==> src/rtl/i2c_reg_sequencer_pkg.sv <==
// Shared constants for the I2C register sequencer: engine opcodes, FSM encoding
// and the byte-count clamp used when a transaction is accepted.
package i2c_reg_sequencer_pkg;

  localparam int MAX_BYTES = 4;
  localparam int STEP_W    = 4;

  typedef enum logic [1:0] {
    OP_START = 2'b00,
    OP_STOP  = 2'b01,
    OP_READ  = 2'b10,
    OP_WRITE = 2'b11
  } i2c_op_e;

  typedef enum logic [2:0] {
    ST_IDLE,
    ST_ISSUE,
    ST_WAIT,
    ST_RELEASE,
    ST_FINISH
  } seq_state_e;

  // A zero count still moves one byte; anything above MAX_BYTES saturates.
  function automatic logic [2:0] clamp_count(input logic [2:0] bc);
    if (bc == 3'd0) return 3'd1;
    if (bc > 3'(MAX_BYTES)) return 3'(MAX_BYTES);
    return bc;
  endfunction

endpackage

==> src/rtl/i2c_reg_sequencer_step_decode.sv <==
// Combinational map from (rw, step, byte count) to the engine opcode and byte
// for that step, plus a flag marking the final STOP step.
module i2c_step_decode
  import i2c_reg_sequencer_pkg::*;
(
  input  logic                   rw,
  input  logic [STEP_W-1:0]      step,
  input  logic [2:0]             num_bytes,
  input  logic [6:0]             dev_addr,
  input  logic [7:0]             reg_addr,
  input  logic [8*MAX_BYTES-1:0] wr_data,
  output logic [1:0]             opcode,
  output logic [7:0]             tx_byte,
  output logic                   is_last
);

  logic [STEP_W-1:0]      last_step;
  logic [1:0]             data_idx;
  logic [8*MAX_BYTES-1:0] wr_shift;

  always_comb begin
    // write: S, A+W, R, D0..DN-1, P   read: S, A+W, R, Sr, A+R, RD x N, P
    last_step = rw ? STEP_W'(5) + STEP_W'(num_bytes) : STEP_W'(3) + STEP_W'(num_bytes);
    data_idx  = 2'(step - STEP_W'(3));
    wr_shift  = wr_data << {data_idx, 3'b000};
    is_last   = (step == last_step);
    opcode    = OP_START;
    tx_byte   = '0;
    if (step == '0) begin
      opcode = OP_START;
    end else if (is_last) begin
      opcode = OP_STOP;
    end else if (step == STEP_W'(1)) begin
      opcode  = OP_WRITE;
      tx_byte = {dev_addr, 1'b0};
    end else if (step == STEP_W'(2)) begin
      opcode  = OP_WRITE;
      tx_byte = reg_addr;
    end else if (!rw) begin
      opcode  = OP_WRITE;
      tx_byte = wr_shift[8*MAX_BYTES-1 -: 8];
    end else if (step == STEP_W'(3)) begin
      opcode = OP_START;
    end else if (step == STEP_W'(4)) begin
      opcode  = OP_WRITE;
      tx_byte = {dev_addr, 1'b1};
    end else begin
      opcode = OP_READ;
    end
  end

endmodule

==> src/rtl/i2c_reg_sequencer.sv <==
// Register read/write sequencer that drives a byte-level I2C engine through a
// START / address / register / data / STOP sequence with an enable handshake.
//   state   | meaning
//   IDLE    | waiting for start; latches request on accept
//   ISSUE   | present opcode/byte for current step, raise enable
//   WAIT    | hold engine outputs until complete
//   RELEASE | enable low one cycle so the engine drops complete
//   FINISH  | done pulse, back to IDLE
module i2c_reg_sequencer
  import i2c_reg_sequencer_pkg::*;
(
  input  logic                   clk,
  input  logic                   rst,
  input  logic                   start,
  input  logic                   rw,
  input  logic [6:0]             devAddr,
  input  logic [7:0]             regAddr,
  input  logic [2:0]             byteCount,
  input  logic [8*MAX_BYTES-1:0] wrData,
  output logic                   busy,
  output logic                   done,
  output logic [8*MAX_BYTES-1:0] rdData,
  output logic [1:0]             i2cInstruction,
  output logic                   i2cEnable,
  output logic [7:0]             i2cByteToSend,
  input  logic                   i2cComplete,
  input  logic [7:0]             i2cByteReceived
);

  seq_state_e             state, state_nxt;
  logic [STEP_W-1:0]      step;
  logic                   lat_rw;
  logic [6:0]             lat_dev;
  logic [7:0]             lat_reg;
  logic [2:0]             lat_n;
  logic [8*MAX_BYTES-1:0] lat_wr;
  logic [1:0]             dec_op;
  logic [7:0]             dec_byte;
  logic                   dec_last;
  logic                   accept, capture, advance;

  i2c_step_decode u_decode (
    .rw        (lat_rw),
    .step      (step),
    .num_bytes (lat_n),
    .dev_addr  (lat_dev),
    .reg_addr  (lat_reg),
    .wr_data   (lat_wr),
    .opcode    (dec_op),
    .tx_byte   (dec_byte),
    .is_last   (dec_last)
  );

  always_ff @(posedge clk) begin
    if (rst) state <= ST_IDLE;
    else     state <= state_nxt;
  end

  always_comb begin
    state_nxt      = state;
    accept         = 1'b0;
    capture        = 1'b0;
    advance        = 1'b0;
    busy           = 1'b0;
    done           = 1'b0;
    i2cEnable      = 1'b0;
    i2cInstruction = OP_START;
    i2cByteToSend  = '0;
    unique case (state)
      ST_IDLE: begin
        if (start) begin
          accept    = 1'b1;
          state_nxt = ST_ISSUE;
        end
      end
      ST_ISSUE: begin
        busy           = 1'b1;
        i2cEnable      = 1'b1;
        i2cInstruction = dec_op;
        i2cByteToSend  = dec_byte;
        state_nxt      = ST_WAIT;
      end
      ST_WAIT: begin
        busy           = 1'b1;
        i2cEnable      = 1'b1;
        i2cInstruction = dec_op;
        i2cByteToSend  = dec_byte;
        if (i2cComplete) begin
          capture   = (dec_op == OP_READ);
          state_nxt = ST_RELEASE;
        end
      end
      ST_RELEASE: begin
        busy = 1'b1;
        if (dec_last) begin
          state_nxt = ST_FINISH;
        end else begin
          advance   = 1'b1;
          state_nxt = ST_ISSUE;
        end
      end
      ST_FINISH: begin
        done      = 1'b1;
        state_nxt = ST_IDLE;
      end
      default: state_nxt = ST_IDLE;
    endcase
  end

  // rdData is only cleared by a read request so a write leaves the last result intact.
  always_ff @(posedge clk) begin
    if (rst) begin
      step    <= '0;
      lat_rw  <= 1'b0;
      lat_dev <= '0;
      lat_reg <= '0;
      lat_n   <= 3'd1;
      lat_wr  <= '0;
      rdData  <= '0;
    end else begin
      if (accept) begin
        step    <= '0;
        lat_rw  <= rw;
        lat_dev <= devAddr;
        lat_reg <= regAddr;
        lat_n   <= clamp_count(byteCount);
        lat_wr  <= wrData;
        if (rw) rdData <= '0;
      end else if (advance) begin
        step <= step + STEP_W'(1);
      end
      if (capture) rdData <= {rdData[8*MAX_BYTES-9:0], i2cByteReceived};
    end
  end

endmodule

==> config.mk <==
export PLATFORM = sky130hd
export DESIGN_NAME = i2c_reg_sequencer
export DESIGN_NICKNAME = d
export VERILOG_FILES = /design/src/rtl/i2c_reg_sequencer_pkg.sv /design/src/rtl/i2c_reg_sequencer_step_decode.sv /design/src/rtl/i2c_reg_sequencer.sv
export SDC_FILE = /design/constraint.sdc
export NUM_CORES = 1
export LEC_CHECK = 0
export BUFFER_PORTS_ARGS = -buffer_cell sky130_fd_sc_hd__buf_2
export CORE_UTILIZATION = 25
export CTS_BUF_LIST = sky130_fd_sc_hd__clkbuf_2 sky130_fd_sc_hd__clkbuf_4 sky130_fd_sc_hd__clkbuf_8
export CTS_CLUSTER_SIZE = 14
export DETAILED_ROUTE_END_ITERATION = 10
export SLEW_MARGIN = 5
export SYNTH_ARGS = -nofsm -noshare
export SYNTH_HDL_FRONTEND = slang
export SYNTH_SLANG_ARGS = --single-unit
==> constraint.sdc <==
create_clock -name clk -period 2.84 [get_ports clk]
set_clock_uncertainty 0.2 [all_clocks]
set_input_delay 0.284 -clock clk [delete_from_list [all_inputs] [get_ports clk]]
set_output_delay 0.284 -clock clk [all_outputs]
set_load 0.005 [all_outputs]
### After elaboration in Yosys (flattened, before gate mapping)

Cells that the tools add are included.

| storage, ports and cells | value |
|---|---|
| bits in registers | 90 |
| input port bits | 63 |
| output and inout bits | 45 |
| logic and storage cells | 80 |

| cells by class | value |
|---|---|
| add/subtract/negate cells | 4 |
| $lt $le $gt $ge | 1 |
| equality and inequality tests | 12 |
| shift operators | 1 |
| multiplexer cells | 44 |
| reductions and logical operators | 10 |

Operator list:

| kind | number |
|---|---|
| $mux W32 | 3 |
| $mux W8 | 8 |
| $shl A32 B5 Y32 | 1 |
| $mux W3 | 7 |
| $mux W1 | 17 |
| $mux W2 | 7 |
| $pmux W3 S4 | 1 |
| $eq A4 B2 Y1 const B | 2 |
| $eq A3 B2 Y1 const B | 2 |
| $logic_not A3 Y1 | 2 |
| $add A2 B3 Y4 const A | 1 |
| $add A3 B3 Y4 const A | 1 |
| $add A4 B1 Y4 const B | 1 |
| $eq A4 B1 Y1 const B | 1 |
| $eq A4 B3 Y1 const B | 1 |
| $eq A4 B4 Y1 | 1 |
| $logic_not A4 Y1 | 1 |
| $mux W4 | 1 |
| $ne A2 B2 Y1 const B | 2 |
| $reduce_and A2 Y1 | 2 |
| $reduce_bool A2 Y1 | 2 |
| $reduce_or A2 Y1 | 2 |
| $eq A3 B1 Y1 const B | 1 |
| $eq A3 B3 Y1 const B | 1 |
| other kinds (4) | 4 |

### Depth between registers and ports, before layout

| logic depth | value |
|---|---|
| depth in word-level cells | 13 |
| gate-level depth with buffers | 9 |
| gate-level depth less buffers | 7 |

### Hierarchy

From an unflattened synthesis, not the netlist that was laid out.

| second synthesis, totals | value |
|---|---|
| cells, all modules | 506 |
| area, all modules | 4202.8 sq um |

Modules (own cells, without submodules):

| module | instances | cells each | area an instance (sq um) |
|---|---|---|---|
| i2c_reg_sequencer | 1 | 390 | 3383.2 |
| i2c_step_decode | 1 | 116 | 819.5 |

### Least setup slack after synthesis

Ideal clock, no wire load.

| timing | value |
|---|---|
| path kind | flip-flop to flip-flop |
| start | reg step[0] |
| end | reg rdData[27] |
| setup time | 121 ps |
| arrival time | 2424 ps |
| required time | 2519 ps |
| path slack | 94 ps |
| stages on the path, launching flop included | 10 |
| cells stage by stage | dfxtp_1 buf_2 inv_1 ha_1 nor3b_1 nor4b_1 nand4_4 nor2_4 buf_6 mux2_4 |

| on the way | value |
|---|---|
| longest elaborated chain between the ends | 13 |
| elaborated cells on any way between the ends | 20 |

RTL lines:

| element | RTL line | RTL |
|---|---|---|
| start: declaration | i2c_reg_sequencer.sv:31 | `logic [STEP_W-1:0] step;` |
| start signal: assignment | i2c_reg_sequencer.sv:130 | `step <= step + STEP_W'(1);` |
| $eq A4 B3 Y1 | i2c_reg_sequencer_step_decode.sv:44 | `end else if (step == STEP_W'(4)) begin` |
| $mux W1 | i2c_reg_sequencer_step_decode.sv:44 |  |
| $mux W2 | i2c_reg_sequencer_step_decode.sv:42 | `end else if (step == STEP_W'(3)) begin` |
| $mux W2 | i2c_reg_sequencer_step_decode.sv:39 | `end else if (!rw) begin` |
| $mux W2 | i2c_reg_sequencer_step_decode.sv:36 | `end else if (step == STEP_W'(2)) begin` |
| $mux W2 | i2c_reg_sequencer_step_decode.sv:33 | `end else if (step == STEP_W'(1)) begin` |
| $mux W2 | i2c_reg_sequencer_step_decode.sv:31 | `end else if (is_last) begin` |
| $mux W2 (*) | i2c_reg_sequencer_step_decode.sv:29 | `if (step == '0) begin` |
| $eq A2 B2 Y1 (*) | i2c_reg_sequencer.sv:89 | `capture = (dec_op == OP_READ);` |
| $mux W1 (*) | i2c_reg_sequencer.sv:88 | `if (i2cComplete) begin` |
| $mux W1 (*) | i2c_reg_sequencer.sv:69 | `unique case (state)` |
| $reduce_bool A2 Y1 (no source line) | - |  |
| $reduce_and A2 Y1 (no source line) | - |  |
| end signal: assignment | i2c_reg_sequencer.sv:132 | `if (capture) rdData <= {rdData[8*MAX_BYTES-9:0], i2cByteReceived};` |
| end: declaration | i2c_reg_sequencer.sv:22 | `output logic [8*MAX_BYTES-1:0] rdData,` |

Every way passes the cells marked *; elsewhere a longest branch is shown, timed or not.
A chain may end at the register's enable or synchronous reset.

### Worst setup path in the final report

| timing | value |
|---|---|
| start | reg lat_n[1] |
| end | out i2cByteToSend[6] |

| on the way | value |
|---|---|
| longest elaborated chain between the ends | 6 |
| elaborated cells on any way between the ends | 7 |

RTL lines:

| element | RTL line | RTL |
|---|---|---|
| start: declaration | i2c_reg_sequencer.sv:35 | `logic [2:0] lat_n;` |
| start signal: assignment | i2c_reg_sequencer.sv:126 | `lat_n <= clamp_count(byteCount);` |
| $add A2 B3 Y4 or $add A3 B3 Y4 (tied branches) | i2c_reg_sequencer_step_decode.sv:23 | `last_step = rw ? STEP_W'(5) + STEP_W'(num_bytes) : STEP_W'(3) + STEP_W'(num_bytes);` |
| $mux W4 (*) | i2c_reg_sequencer_step_decode.sv:23 |  |
| $eq A4 B4 Y1 (*) | i2c_reg_sequencer_step_decode.sv:26 | `is_last = (step == last_step);` |
| $mux W8 (*) | i2c_reg_sequencer_step_decode.sv:31 |  |
| $mux W8 (*) | i2c_reg_sequencer_step_decode.sv:29 |  |
| $mux W8 (*) | i2c_reg_sequencer.sv:69 |  |
| end: declaration | i2c_reg_sequencer.sv:25 | `output logic [7:0] i2cByteToSend,` |

Marked as above.

==> flow_summary_export.csv <==
group,metric,value,unit
job,maxCapViolations,0,
finish,fin_cells,878,
critical_path,cp_max_fo,6,
yosys,synth.most_common_cell,"nand2_1",
yosys,synth_cells,492,
sta,worstMarginPinSlew,0.826,ns
sta,hold_ws,0.0358,ns
global_route,grt_pass1_wl,19.3,mm
critical_path,slowest_stage,"fa_2",
critical_path,cp_top_family,"adder cells",
sta,setup_viol,6,
critical_path,crit_arrival,2.44,ns
detailed_routing,first_iter_violations,263,
global_route,track_usage,13.9,%
critical_path,slowest_delay,0.58,ns
detailed_routing,vias,3943,
floorplan,rows,47,
floorplan,io_pins,108,
power_and_ir_drop,leakagePower,0.00240,µW
global_route,globalRouteOverflowTotal,0,
clocking,htree_levels,3,
critical_path,crit_chain,"fa_2 -> xor2_2 -> nor3_2 -> o21a_1 -> or3_4 -> a211oi_2 -> buf_2",
detailed_routing,drc,0,
yosys,synth_top_cell_area_share,42.7,%
clocking,cts.clk_slew.worst_paths,0.09,ns
clocking,cts.sinks,90,
clocking,cts_tree,"done",
detailed_routing,wire_per_inst,13.8,µm
yosys,synthArstFlopShare,0,%
yosys,yosysSeqAreaShare,42.7,%
run_status,status,"complete, but fails checks",
placement,dp.cells,804,
sta,final_max_slew_viol_count,0,
yosys,synth_cell_types,48,
placement,hpwl,8.07,mm
hold_path,hold_class,"input port to flop",
detailed_routing,via_per_inst,4.49,
floorplan,die_area,17400,µm²
clocking,clock-root-buffer,"clkbuf_8",
placement,gp_congestion,0.789,
yosys,avgSynthCellArea,8.58,µm²
detailed_routing,routed_wl,12.1,mm
run_status,violations,"negative setup slack",
sta,slew_headroom,44.8,%
floorplan,die_h,132,µm
finish,diodes,0,
placement,place_ws,-0.0274,ns
finish,area_growth,38.9,%
critical_path,crit_path_end_kind,"primary output",
sta,finalWorstSetupSlack,-0.0804,ns
power_and_ir_drop,fin_total_pwr,2730,µW
sta,clock.fmax,0.342,GHz
floorplan,dieWidth,132,µm
yosys,syn_area,4220,µm²
finish,nets,723,
yosys,synth.ff_latch_count,90,
clocking,clk_latency,0.36,ns
critical_path,crit_type,"flop to primary output",
global_route,antenna_found_initial,0,
clocking,cts_made_buffers,9,
floorplan,core_region_area,16500,µm²
yosys,synth_edf_count,0,
yosys,synth_area_leaders,"dfxtp_1 (43%), nand2_1 (10%), a21oi_1 (6.4%)",
floorplan,initial_utilization,25.6,%
critical_path,start_kind,"flop",
yosys,ys_dominant_reg_cell,"dfxtp_1",
yosys,yosys-top-cells-count,"nand2_1 (118), dfxtp_1 (90), a21oi_1 (54)",
critical_path,crit_required,2.36,ns
placement,portBuffers,107,
sta,final_hold_viol_count,0,
yosys,yosys.area.top_type,"dfxtp_1",
yosys,synth_fp_nets,562,
power_and_ir_drop,ir_drop,0.191,mV
critical_path,path_buf_inv,1,
sta,rsz0062_at_grt,"true",
finish,drive_gt1_share,27.2,%
detailed_routing,drt_first_pass_iters,4,
sta,finalCritPeriodShare,103,%
global_route,grt_max_degree,50,
finish,final_util,35.5,%
sta,fin_crit,2.92,ns
detailed_routing,ant_nets,0,
yosys,ys_warn_count,0,
clocking,cts_buffer_depth,2,
global_route,first_global_vias,3802,
power_and_ir_drop,power.density,466,nW/µm²
[cells in the final DEF, fill, tap and decap left out, types with 12 or more instances in the layout]
| cell type | instances |
|---|---|
| nand2_1 | 117 |
| buf_2 | 107 |
| dfxtp_1 | 86 |
| dlygate4sd3_1 | 56 |
| a21oi_1 | 53 |
| nand2b_1 | 26 |
| buf_4 | 22 |
| nor2_1 | 21 |
| mux2i_1 | 20 |
| o21ai_0 | 12 |
[routing by layer]
| layer | track usage (%) | part of all wire [%] |
|---|---|---|
| met1 | 17.9 | 48 |
| met2 | 22.6 | 47 |
| met3 | 2.73 | 3.0 |
| met4 | 6.14 | 2.4 |
| met5 | 0 | 0 |
[worst min-delay path: stages]
cell,delay (ns)
buf_2,0.10
nand2_1,0.10
a21oi_1,0.07
[through the flow]
step | instance area [µm²] | setup TNS [ns]
6_report | 5860 | -0.374
5_1_grt | 5860 | -1.14
4_1_cts | 5850 | -0.274
3_5_place_dp | 5030 | -0.0644
3_3_place_gp | 5030 | 0
2_1_floorplan | 4220 | 0
[cell families (layout without fill, tap and decap cells)]
group | Yosys count | after routing | share of synthesized area [%]
and+or+nand+nor | 212 | 213 | 24.3
AOI/OAI and AO/OA | 95 | 95 | 13.2
DFF | 90 | 90 | 42.7
buffers and inverters | 48 | 213 | 4.92
muxes | 36 | 36 | 11.5
adders and majority gates | 7 | 7 | 2.25
xor gates and xnor gates | 4 | 4 | 1.19
[final timing paths]
check / from / cells after the start / slack, ns / to
max reg2reg: step[1] / 8 / 0.21 / rdData[11]
min: wrData[31] / 3 / 0.04 / lat_wr[31]
max: lat_n[1] / 7 / -0.08 / i2cByteToSend[6]
min reg2reg: lat_wr[16] / 2 / 0.26 / lat_wr[16]
[power by group]
group	internal, µW	total (µW)	leakage, µW	switching (µW)
sequential	1330	1370	0.000734	43.1
clock	350	841	0.0000933	490
combinational	239	523	0.00157	284
total	1920	2730	0.00240	817
[area by class of cell]
cell class / count / area, µm²
fillers: 1681 / 10700
multi-input cells: 355 / 2290
flip-flops and latches: 90 / 1810
repair buffers: 185 / 1260
well taps: 220 / 275
clock buffers: 10 / 138
clock inverters: 6 / 47.5
inverters: 12 / 45.0
[repair_timing]
action	CTS	global route
setup buffers	1	0
gates cloned	1	0
hold buffers	56	0
resized for setup	15	3
pin swaps	7	5
endpoints found under the setup margin	13	11
hold endpoints to repair	56	0
(Power assumes the default switching activity.)
